<file path="config.mk">
export PLATFORM = sky130hd
export DESIGN_NAME = fwd_hazard_ctrl_flat
export DESIGN_NICKNAME = d
export VERILOG_FILES = /design/src/rtl/fwd_hazard_ctrl_pkg.sv /design/src/rtl/fwd_hazard_ctrl_if.sv /design/src/rtl/fwd_hazard_ctrl_fwd_match.sv /design/src/rtl/fwd_hazard_ctrl.sv /design/src/flat_wrapper.sv
export SDC_FILE = /design/constraint.sdc
export NUM_CORES = 1
export LEC_CHECK = 0
export CAP_MARGIN = 20
export CORE_ASPECT_RATIO = 1.4
export CORE_MARGIN = 2
export CORE_UTILIZATION = 48
export DETAILED_ROUTE_END_ITERATION = 10
export PLACE_DENSITY = 0.85
export SETUP_SLACK_MARGIN = 0.1
export SLEW_MARGIN = 20
export SYNTH_ARGS = -nofsm -noshare
export SYNTH_HDL_FRONTEND = slang
export SYNTH_SLANG_ARGS = --single-unit
export TNS_END_PERCENT = 5
</file>
<file path="constraint.sdc">
create_clock -name clk -period 3.45 [get_ports clk]
set_input_delay 0.345 -clock clk [delete_from_list [all_inputs] [get_ports clk]]
set_output_delay 0.345 -clock clk [all_outputs]
set_load 0.01 [all_outputs]
</file>
<file path="src/rtl/fwd_hazard_ctrl_pkg.sv">
// Shared types for the forwarding/hazard controller: select codes, shadow-stage record, FSM states.
package hazard_pkg;
  // Widest register address supported; narrower addresses are zero-extended into stage records.
  localparam int MAX_RA_W = 8;

  localparam logic [1:0] FWD_REG = 2'b00;
  localparam logic [1:0] FWD_MEM = 2'b01;
  localparam logic [1:0] FWD_WB  = 2'b10;

  typedef struct packed {
    logic                valid;
    logic [MAX_RA_W-1:0] rd;
    logic                we;
    logic                is_load;
  } stage_t;

  typedef enum logic {ST_RUN, ST_MEM_WAIT} fsm_t;

  // x0 is hard-wired zero, so it never counts as a producer.
  function automatic logic writer_match(stage_t s, logic [MAX_RA_W-1:0] a);
    return s.valid & s.we & (s.rd == a) & (a != '0);
  endfunction
endpackage

</file>
<file path="src/rtl/fwd_hazard_ctrl_if.sv">
// Decoder-side bundle of the forwarding/hazard controller.
// HAZ_PERF_CNT_EN adds the stall_cnt performance counter.
interface fwd_hazard_ctrl_if #(
  parameter int REG_ADDR_W = 5,
  parameter int NSRC       = 2
);
  logic                       id_valid;
  logic [NSRC*REG_ADDR_W-1:0] id_src_addr;
  logic [NSRC-1:0]            id_src_used;
  logic [REG_ADDR_W-1:0]      id_rd_addr;
  logic                       id_rd_we;
  logic                       id_is_load;
  logic                       flush;
  logic                       mem_ready;
  logic [NSRC*2-1:0]          fwd_sel;
  logic                       stall_if_id;
  logic                       bubble_ex;
  logic                       freeze;
`ifdef HAZ_PERF_CNT_EN
  logic [31:0]                stall_cnt;
`endif

  modport master (
    output id_valid, id_src_addr, id_src_used, id_rd_addr, id_rd_we, id_is_load, flush, mem_ready,
`ifdef HAZ_PERF_CNT_EN
    input  stall_cnt,
`endif
    input  fwd_sel, stall_if_id, bubble_ex, freeze
  );

  modport slave (
    input  id_valid, id_src_addr, id_src_used, id_rd_addr, id_rd_we, id_is_load, flush, mem_ready,
`ifdef HAZ_PERF_CNT_EN
    output stall_cnt,
`endif
    output fwd_sel, stall_if_id, bubble_ex, freeze
  );
endinterface

</file>
<file path="src/rtl/fwd_hazard_ctrl_fwd_match.sv">
// One source operand compared against the EX and MEM shadow entries.
module fwd_match
  import hazard_pkg::*;
#(
  parameter int REG_ADDR_W = 5
) (
  input  logic [REG_ADDR_W-1:0] i_src,
  input  logic                  i_used,
  input  stage_t                i_ex,
  input  stage_t                i_mem,
  output logic [1:0]            o_sel,
  output logic                  o_load_use
);
  logic [MAX_RA_W-1:0] w_src;
  logic                w_hit_ex;
  logic                w_hit_mem;

  assign w_src     = MAX_RA_W'(i_src);
  assign w_hit_ex  = i_used & writer_match(i_ex, w_src);
  assign w_hit_mem = i_used & writer_match(i_mem, w_src);

  // The younger producer (EX) shadows an older one in MEM.
  always_comb begin
    o_sel = FWD_REG;
    if (w_hit_ex)       o_sel = FWD_MEM;
    else if (w_hit_mem) o_sel = FWD_WB;
  end

  assign o_load_use = w_hit_ex & i_ex.is_load;
endmodule

</file>
<file path="src/rtl/fwd_hazard_ctrl.sv">
// Forwarding select, load-use stall and memory-wait freeze for the 5-stage core.
// HAZ_PERF_CNT_EN adds a saturating 32-bit stall/freeze cycle counter.
module fwd_hazard_ctrl
  import hazard_pkg::*;
#(
  parameter int REG_ADDR_W = 5,
  parameter int NSRC       = 2
) (
  input  logic            clk,
  input  logic            rst,
  fwd_hazard_ctrl_if.slave io
);
  // The WB shadow is not kept: nothing forwards out of it, the register file covers that case.
  stage_t                 r_ex;
  stage_t                 r_mem;
  logic [NSRC-1:0][1:0]   r_fwd_sel;
  fsm_t                   r_state;

  logic [NSRC-1:0][1:0]   w_sel;
  logic [NSRC-1:0]        w_lu;
  logic                   w_freeze;
  logic                   w_stall;
  logic                   w_bubble;
  stage_t                 w_id_entry;

  for (genvar g = 0; g < NSRC; g++) begin : g_op
    fwd_match #(.REG_ADDR_W(REG_ADDR_W)) u_match (
      .i_src      (io.id_src_addr[g*REG_ADDR_W +: REG_ADDR_W]),
      .i_used     (io.id_src_used[g]),
      .i_ex       (r_ex),
      .i_mem      (r_mem),
      .o_sel      (w_sel[g]),
      .o_load_use (w_lu[g])
    );
  end

  assign w_freeze = r_mem.valid & r_mem.is_load & ~io.mem_ready;
  // A flushed consumer never stalls; freeze overrides any stall request.
  assign w_stall  = ~w_freeze & io.id_valid & ~io.flush & (|w_lu);
  assign w_bubble = ~io.id_valid | io.flush | w_stall;

  always_comb begin
    w_id_entry         = '0;
    w_id_entry.valid   = ~w_bubble;
    w_id_entry.rd      = MAX_RA_W'(io.id_rd_addr);
    w_id_entry.we      = io.id_rd_we;
    w_id_entry.is_load = io.id_is_load;
  end

  always_ff @(posedge clk) begin
    if (rst) begin
      r_ex      <= '0;
      r_mem     <= '0;
      r_fwd_sel <= '0;
    end else if (!w_freeze) begin
      r_mem     <= r_ex;
      r_ex      <= w_id_entry;
      r_fwd_sel <= w_bubble ? '0 : w_sel;
    end
  end

  always_ff @(posedge clk) begin
    if (rst) r_state <= ST_RUN;
    else begin
      case (r_state)
        ST_RUN:      if (w_freeze)     r_state <= ST_MEM_WAIT;
        ST_MEM_WAIT: if (io.mem_ready) r_state <= ST_RUN;
        default:                       r_state <= ST_RUN;
      endcase
    end
  end

  assign io.fwd_sel     = r_fwd_sel;
  assign io.stall_if_id = w_stall;
  assign io.bubble_ex   = w_stall;
  assign io.freeze      = w_freeze;

`ifdef HAZ_PERF_CNT_EN
  logic [31:0] r_stall_cnt;

  always_ff @(posedge clk) begin
    if (rst) r_stall_cnt <= '0;
    else if ((w_freeze | w_stall) && (r_stall_cnt != 32'hFFFF_FFFF))
      r_stall_cnt <= r_stall_cnt + 32'd1;
  end

  assign io.stall_cnt = r_stall_cnt;
`endif
endmodule

</file>
<file path="src/flat_wrapper.sv">
// flat-port wrapper written by rule: the top's interface ports become plain ports
module fwd_hazard_ctrl_flat import hazard_pkg::*;
#(
  parameter int REG_ADDR_W = 5,
  parameter int NSRC       = 2
)
  (clk, rst, io_id_valid, io_id_src_addr, io_id_src_used, io_id_rd_addr, io_id_rd_we, io_id_is_load, io_flush, io_mem_ready, io_fwd_sel, io_stall_if_id, io_bubble_ex, io_freeze);
  fwd_hazard_ctrl_if #(.REG_ADDR_W(REG_ADDR_W), .NSRC(NSRC)) io_i ();
  input  logic clk;
  input  logic rst;
  input wire logic [$bits(io_i.id_valid)-1:0] io_id_valid;
  input wire logic [$bits(io_i.id_src_addr)-1:0] io_id_src_addr;
  input wire logic [$bits(io_i.id_src_used)-1:0] io_id_src_used;
  input wire logic [$bits(io_i.id_rd_addr)-1:0] io_id_rd_addr;
  input wire logic [$bits(io_i.id_rd_we)-1:0] io_id_rd_we;
  input wire logic [$bits(io_i.id_is_load)-1:0] io_id_is_load;
  input wire logic [$bits(io_i.flush)-1:0] io_flush;
  input wire logic [$bits(io_i.mem_ready)-1:0] io_mem_ready;
  output wire logic [$bits(io_i.fwd_sel)-1:0] io_fwd_sel;
  output wire logic [$bits(io_i.stall_if_id)-1:0] io_stall_if_id;
  output wire logic [$bits(io_i.bubble_ex)-1:0] io_bubble_ex;
  output wire logic [$bits(io_i.freeze)-1:0] io_freeze;
  assign io_i.id_valid = io_id_valid;
  assign io_i.id_src_addr = io_id_src_addr;
  assign io_i.id_src_used = io_id_src_used;
  assign io_i.id_rd_addr = io_id_rd_addr;
  assign io_i.id_rd_we = io_id_rd_we;
  assign io_i.id_is_load = io_id_is_load;
  assign io_i.flush = io_flush;
  assign io_i.mem_ready = io_mem_ready;
  assign io_fwd_sel = io_i.fwd_sel;
  assign io_stall_if_id = io_i.stall_if_id;
  assign io_bubble_ex = io_i.bubble_ex;
  assign io_freeze = io_i.freeze;
  fwd_hazard_ctrl #(.REG_ADDR_W(REG_ADDR_W), .NSRC(NSRC)) u_core (.clk(clk), .rst(rst), .io(io_i));
endmodule
</file>
==> impl_metrics.tcl, run 1 <==
set metrics [dict create \
    status "finished clean" \
    clock-skew-final_ns 0.00647 \
    crit_fanout 4 \
    yosysTopAreaCell "dfxtp_1" \
    crit_arrival_ns 2.50 \
    dp_hpwl_um 1950 \
    antenna_cells 0 \
    dr.pass1.iters 4 \
    antenna_found_initial 0 \
    grt_pass1_wl_um 4100 \
    drc 0 \
    worstHoldPathCells 2 \
    async_reset_ff_share_pct 0 \
    overflow 0 \
    grt_pass1_vias 971 \
    startpoint_type "input pin" \
    fillCellCount 174 \
    core_area_mm2 0.00213 \
    ff2ff_setup_slack_ns 1.38 \
    period_minus_slack_ns 2.85 \
    path_clk_slew_ns 0.10 \
    vias 995 \
    post_cts_buffers 0 \
    min_period_over_period_pct 82.5 \
    clock_path_buffers 2 \
    tritoncts "yes" \
    met1_usage_pct 23.2 \
    peakVddDrop_mv 0.295 \
    ff2ff_path_depth 5 \
    max_cap_violations 0 \
    placed_area_mm2 0.00136 \
    grtUsageMet3_pct 2.74 \
    required_ns 3.11 \
    clk_latency_ns 0.31 \
    hold_start "u_core.io.fwd_sel[1]" \
    rsz0062_at_grt "no" \
    initial_utilization_pct 49.5 \
    yosys-top-cells-area "dfxtp_1 (38%), xnor2_1 (13%), nand2_1 (12%)" \
    ant_nets 0 \
    die_height_um 59.4 \
    place.gp.congestion 0.832 \
    hold_class "reg -> reg" \
    netlist.area_leader.share_pct 38.0 \
    endpoint_kind "output pin" \
    slew_headroom_pct 62.6 \
    stdcell_count 178 \
    power_leakage_nw 0.530 \
    synth_cell_type_count 29 \
    avgViaCountPerCell 5.59 \
    cts_resized 0 \
    finalHoldViolCount 0 \
    numCtsBuffers 3 \
    synth_nets 152 \
    wl_per_cell_um 14.1 \
    root_buffer "clkbuf_4" \
    fp-row-count 20 \
    synth_cells 128 \
    fin_tns_setup_ns 0 \
    cts.htree.levels 1 \
    die_w_um 43.6 \
    ys_ff_latch 20 \
    p_per_area_mw_per_mm2 320 \
    layout_commonest_cell "nand2_1" \
    timing.fmax_mhz 351 \
    ctsHoldBuffers 0 \
    io_pins 31 \
    met2_usage_pct 37.2 \
    worst_pin_slew_ns 0.557 \
    drt_iter0_drc 17 \
    drive_above_1_share_pct 6.41 \
    drv_slew 0 \
    synth_edf_count 0 \
    syn_avg_cell_area_um2 8.22 \
    post-place-cells 175 \
    setup-violations-final 0 \
    ys_seq_area_share_pct 38.0 \
    synth_ff_type "dfxtp_1" \
    numPortBuffers 30 \
    reg2reg_to "u_core.io.fwd_sel[3]" \
    final_nets 182 \
    r2r-start "u_core.r_mem[10]" \
    area_growth_pct 31.4 \
    total_power_mw 0.442 \
    dieArea_mm2 0.00259 \
    track_usage_pct 21.3 \
    yosysWarnings 0 \
    cts_sinks 20 \
    critical_path_class "in -> out" \
    fin_area_mm2 0.00138 \
    drt-total-wl_um 2510 \
    min_to "u_core.io.fwd_sel[1]" \
    grt_start_max_net_pins 21 \
    grt-busiest-layer "met2" \
    layout_common_cells "nand2_1 (33), clkdlybuf4s50_1 (30), dfxtp_1 (20), xnor2_1 (16), a21oi_1 (14)" \
    syn_area_mm2 0.00105 \
]
==> flip-flops by register name, summed over array words and instances, names as in the netlist <==
register and cells:
u_core.io.fwd_sel 4, u_core.r_ex 8, u_core.r_mem 8
==> how the worst max path moves through the flow <==
| stage | startpoint | depth (start not counted) | endpoint |
|---|---|---|---|
| finish | io_id_src_addr[5] | 6 | io_stall_if_id |
| global route | io_id_src_addr[5] | 6 | io_stall_if_id |
| CTS | io_id_src_addr[5] | 6 | io_stall_if_id |
| detailed placement | io_id_src_addr[5] | 6 | io_stall_if_id |
| global placement | io_id_src_addr[6] | 6 | io_bubble_ex |
| floorplan | io_id_src_addr[6] | 5 | io_stall_if_id |
==> layer usage <==
layer / vias up / share of wire [%]
li1: 496 / -
met1: 460 / 40
met2: 30 / 53
met3: 9 / 3.8
met4: 0 / 3.4
met5: - / 0
==> layout make-up <==
type / instances / area (um2) / share of cell area, %
Clock buffer: 3 / 22.5 / 1.63
Inverter: 1 / 3.75 / 0.271
Multi-Input combinational cell: 101 / 621 / 44.9
Sequential cell: 20 / 400 / 29.0
Tap cell: 22 / 27.5 / 1.99
Timing Repair Buffer: 31 / 308 / 22.3
==> logic make-up after synthesis <==
kind of cell / count (synthesis) / synth area share [%]
buffers and inverters: 7 / 2.97
and+or+nand+nor: 60 / 29.0
xor gates and xnor gates: 20 / 16.6
AOI/OAI and AO/OA: 21 / 13.3
DFF: 20 / 38.0
==> power by group <==
| part | total (mW) | internal (mW) | leakage, nW | switching [mW] |
|---|---|---|---|---|
| clock | 0.113 | 0.0409 | 0.0138 | 0.0719 |
| combinational | 0.0775 | 0.0454 | 0.352 | 0.0321 |
| sequential | 0.252 | 0.240 | 0.165 | 0.0113 |
| total | 0.442 | 0.327 | 0.530 | 0.115 |
==> cells in the mapped netlist (2+ instances only) <==
library cell and instances:
or4_1 2, clkbuf_1 3, nor4_1 4, nand2_1 33, or4_4 2, a22o_1 2
xor2_1 4, dfxtp_1 20, xnor2_1 16, nand3_1 3, a21oi_1 14, nand4_1 2
nor2_1 7
==> per-stage QoR <==
stage	utilization (%)	hold slack (ns)	setup slack (ns)
CTS	65.0	0.471	0.596
global placement	63.9	0.439	0.668
finish	65.0	0.464	0.605
global route	65.0	0.493	0.477
detailed placement	63.9	0.442	0.596
floorplan	-	0.432	1.50
==> worst max-delay path: stages <==
cell and delay (ns):
clkdlybuf4s50_1 0.55, xnor2_1 0.15, nand2_1 0.11, nor4_2 0.55
o211a_1 0.26, clkdlybuf4s50_1 0.54
Note: power is estimated with default switching activity, not from simulation.
==> inputs of run 2 (changes only) <==
Settings changed: CORE_UTILIZATION 48 to 41, PLACE_DENSITY 0.85 to 0.78.
Clock period 3.45 ns to 2.42 ns, I/O delays scaled along.
==> run 2 against run 1 <==
Utilization down 2.2 points. Clock power up 140%. Final cell count up 14%. Die area up 16%. Critical endpoint unchanged. Largest power group unchanged.
==> impl_metrics.tcl, run 2 (synthesis results as in run 1) <==
set metrics [dict create \
    clk_latency_ns 0.30 \
    startpoint_type "input pin" \
    cpPeakStageDelay_ns 0.54 \
    layout_commonest_cell "nand2_1" \
    wl_per_cell_um 12.7 \
    timing.fmax_mhz 448 \
    numPortBuffers 30 \
    crit_chain "clkdlybuf4s50_1, or4_1, o21ai_2, nor4_2, o211a_1, dlygate4sd2_1" \
    drt_iter0_drc 20 \
    root_buffer "clkbuf_4" \
    dp_hpwl_um 2000 \
    power_leakage_nw 0.614 \
    drv_slew 0 \
    io_pins 31 \
    dieArea_mm2 0.00299 \
    die_height_um 63.9 \
    rsz0062_at_grt "no" \
    grt_start_max_net_pins 19 \
    area_growth_pct 44.4 \
    total_power_mw 0.755 \
    setup_ws_ns 0.185 \
    ctsHoldBuffers 0 \
    antenna_cells 0 \
    crit_fanout 2 \
    dr.pass1.iters 4 \
    endpoint_kind "output pin" \
    numCtsBuffers 3 \
    place.gp.congestion 0.874 \
    setup-violations-final 0 \
    clock-skew-final_ns 0.000381 \
    fp-row-count 21 \
    fillCellCount 219 \
    slew_headroom_pct 62.2 \
    p_per_area_mw_per_mm2 497 \
    drc 0 \
    required_ns 2.18 \
    timing.critical_path.buf_inv 2 \
    cts.htree.levels 1 \
    worst_pin_slew_ns 0.561 \
    track_usage_pct 19.4 \
    cp_top_family "buffers and inverters" \
    ant_nets 0 \
    final_nets 194 \
    seqCellArea_um2 400 \
    grt_pass1_wl_um 4240 \
    clock_path_buffers 2 \
    critical_path_class "in -> out" \
    cts_sinks 20 \
    status "finished clean" \
    overflow 0 \
    layout_common_cells "nand2_1 (33), clkdlybuf4s50_1 (28), dfxtp_1 (20), xnor2_1 (16), a21oi_1 (14)" \
    avgViaCountPerCell 5.07 \
    core_area_mm2 0.00242 \
    initial_utilization_pct 43.5 \
    peakVddDrop_mv 0.324 \
    grt_pass1_vias 1003 \
    pre_cts_ws_ns -0.0737 \
    finalHoldViolCount 0 \
    drt-total-wl_um 2580 \
    period_minus_slack_ns 2.23 \
    crit_arrival_ns 1.99 \
    hold_class "reg -> reg" \
    path_clk_slew_ns 0.11 \
    crit_path_top_delay_cell "or4_1" \
    max_cap_violations 0 \
    multi_input_area_um2 624 \
    tritoncts "yes" \
    antenna_found_initial 0 \
    vias 1030 \
    die_w_um 46.8 \
    min_period_over_period_pct 92.3 \
    drive_above_1_share_pct 14.2 \
]
==> run 2: path summary, 6_finish.rpt <==
path	from	cells past startpoint	slack [ns]	to
setup / recovery	io_id_src_addr[6]	6	0.19	io_stall_if_id
hold / removal	u_core.r_mem[1]	2	0.46	u_core.r_mem[1]
setup reg to reg	u_core.r_mem[10]	5	0.65	u_core.io.fwd_sel[3]
hold reg to reg	u_core.r_mem[1]	2	0.46	u_core.r_mem[1]
==> run 2: cell type report <==
| class | count | area share [%] |
|---|---|---|
| Clock buffer | 3 | 1.48 |
| Multi-Input combinational cell | 101 | 41.1 |
| Clock inverter | 1 | 1.98 |
| Tap cell | 34 | 2.80 |
| Timing Repair Buffer | 43 | 26.0 |
| Inverter | 1 | 0.247 |
| Sequential cell | 20 | 26.4 |
==> run 2: what timing repair did <==
| item | CTS | global route |
|---|---|---|
| setup buffers | 1 | 0 |
| endpoints found under the setup margin | 2 | 0 |
| gates resized for setup | 3 | 0 |
| hold endpoints to repair | 0 | 0 |
==> run 2: metrics by stage <==
stage | std cells | hold slack [ns] | TNS, ns | cell area [um2] | utilization, %
CTS | 203 | 0.464 | 0 | 1520 | 62.8
global route | 203 | 0.480 | 0 | 1520 | 62.8
finish | 203 | 0.460 | 0 | 1520 | 62.8
global placement | 198 | 0.442 | -0.109 | 1460 | 60.3
detailed placement | 198 | 0.447 | -0.140 | 1460 | 60.3
floorplan | 128 | 0.382 | 0 | 1050 | -
==> run 2: where the power goes <==
| group | internal, mW | leakage [nW] | switching, mW |
|---|---|---|---|
| Combinational | 0.0738 | 0.422 | 0.0480 |
| Sequential | 0.343 | 0.165 | 0.0158 |
| Clock | 0.167 | 0.0279 | 0.108 |
| Total | 0.584 | 0.614 | 0.172 |
==> run 2: worst reg2reg max path, stage by stage (launching register included) <==
cell and delay, ns:
dfxtp_1 0.35, nand3b_4 0.09, inv_2 0.04, or4_4 0.52
or4_4 0.54, o31ai_4 0.16
==> run 2: per-layer routing <==
layer	vias up	wire, um	track usage, %
li1	523	-	-
met1	476	1070	20.7
met2	22	1360	33.7
met3	9	63	2.82
met4	0	87	11.5
met5	-	0	0
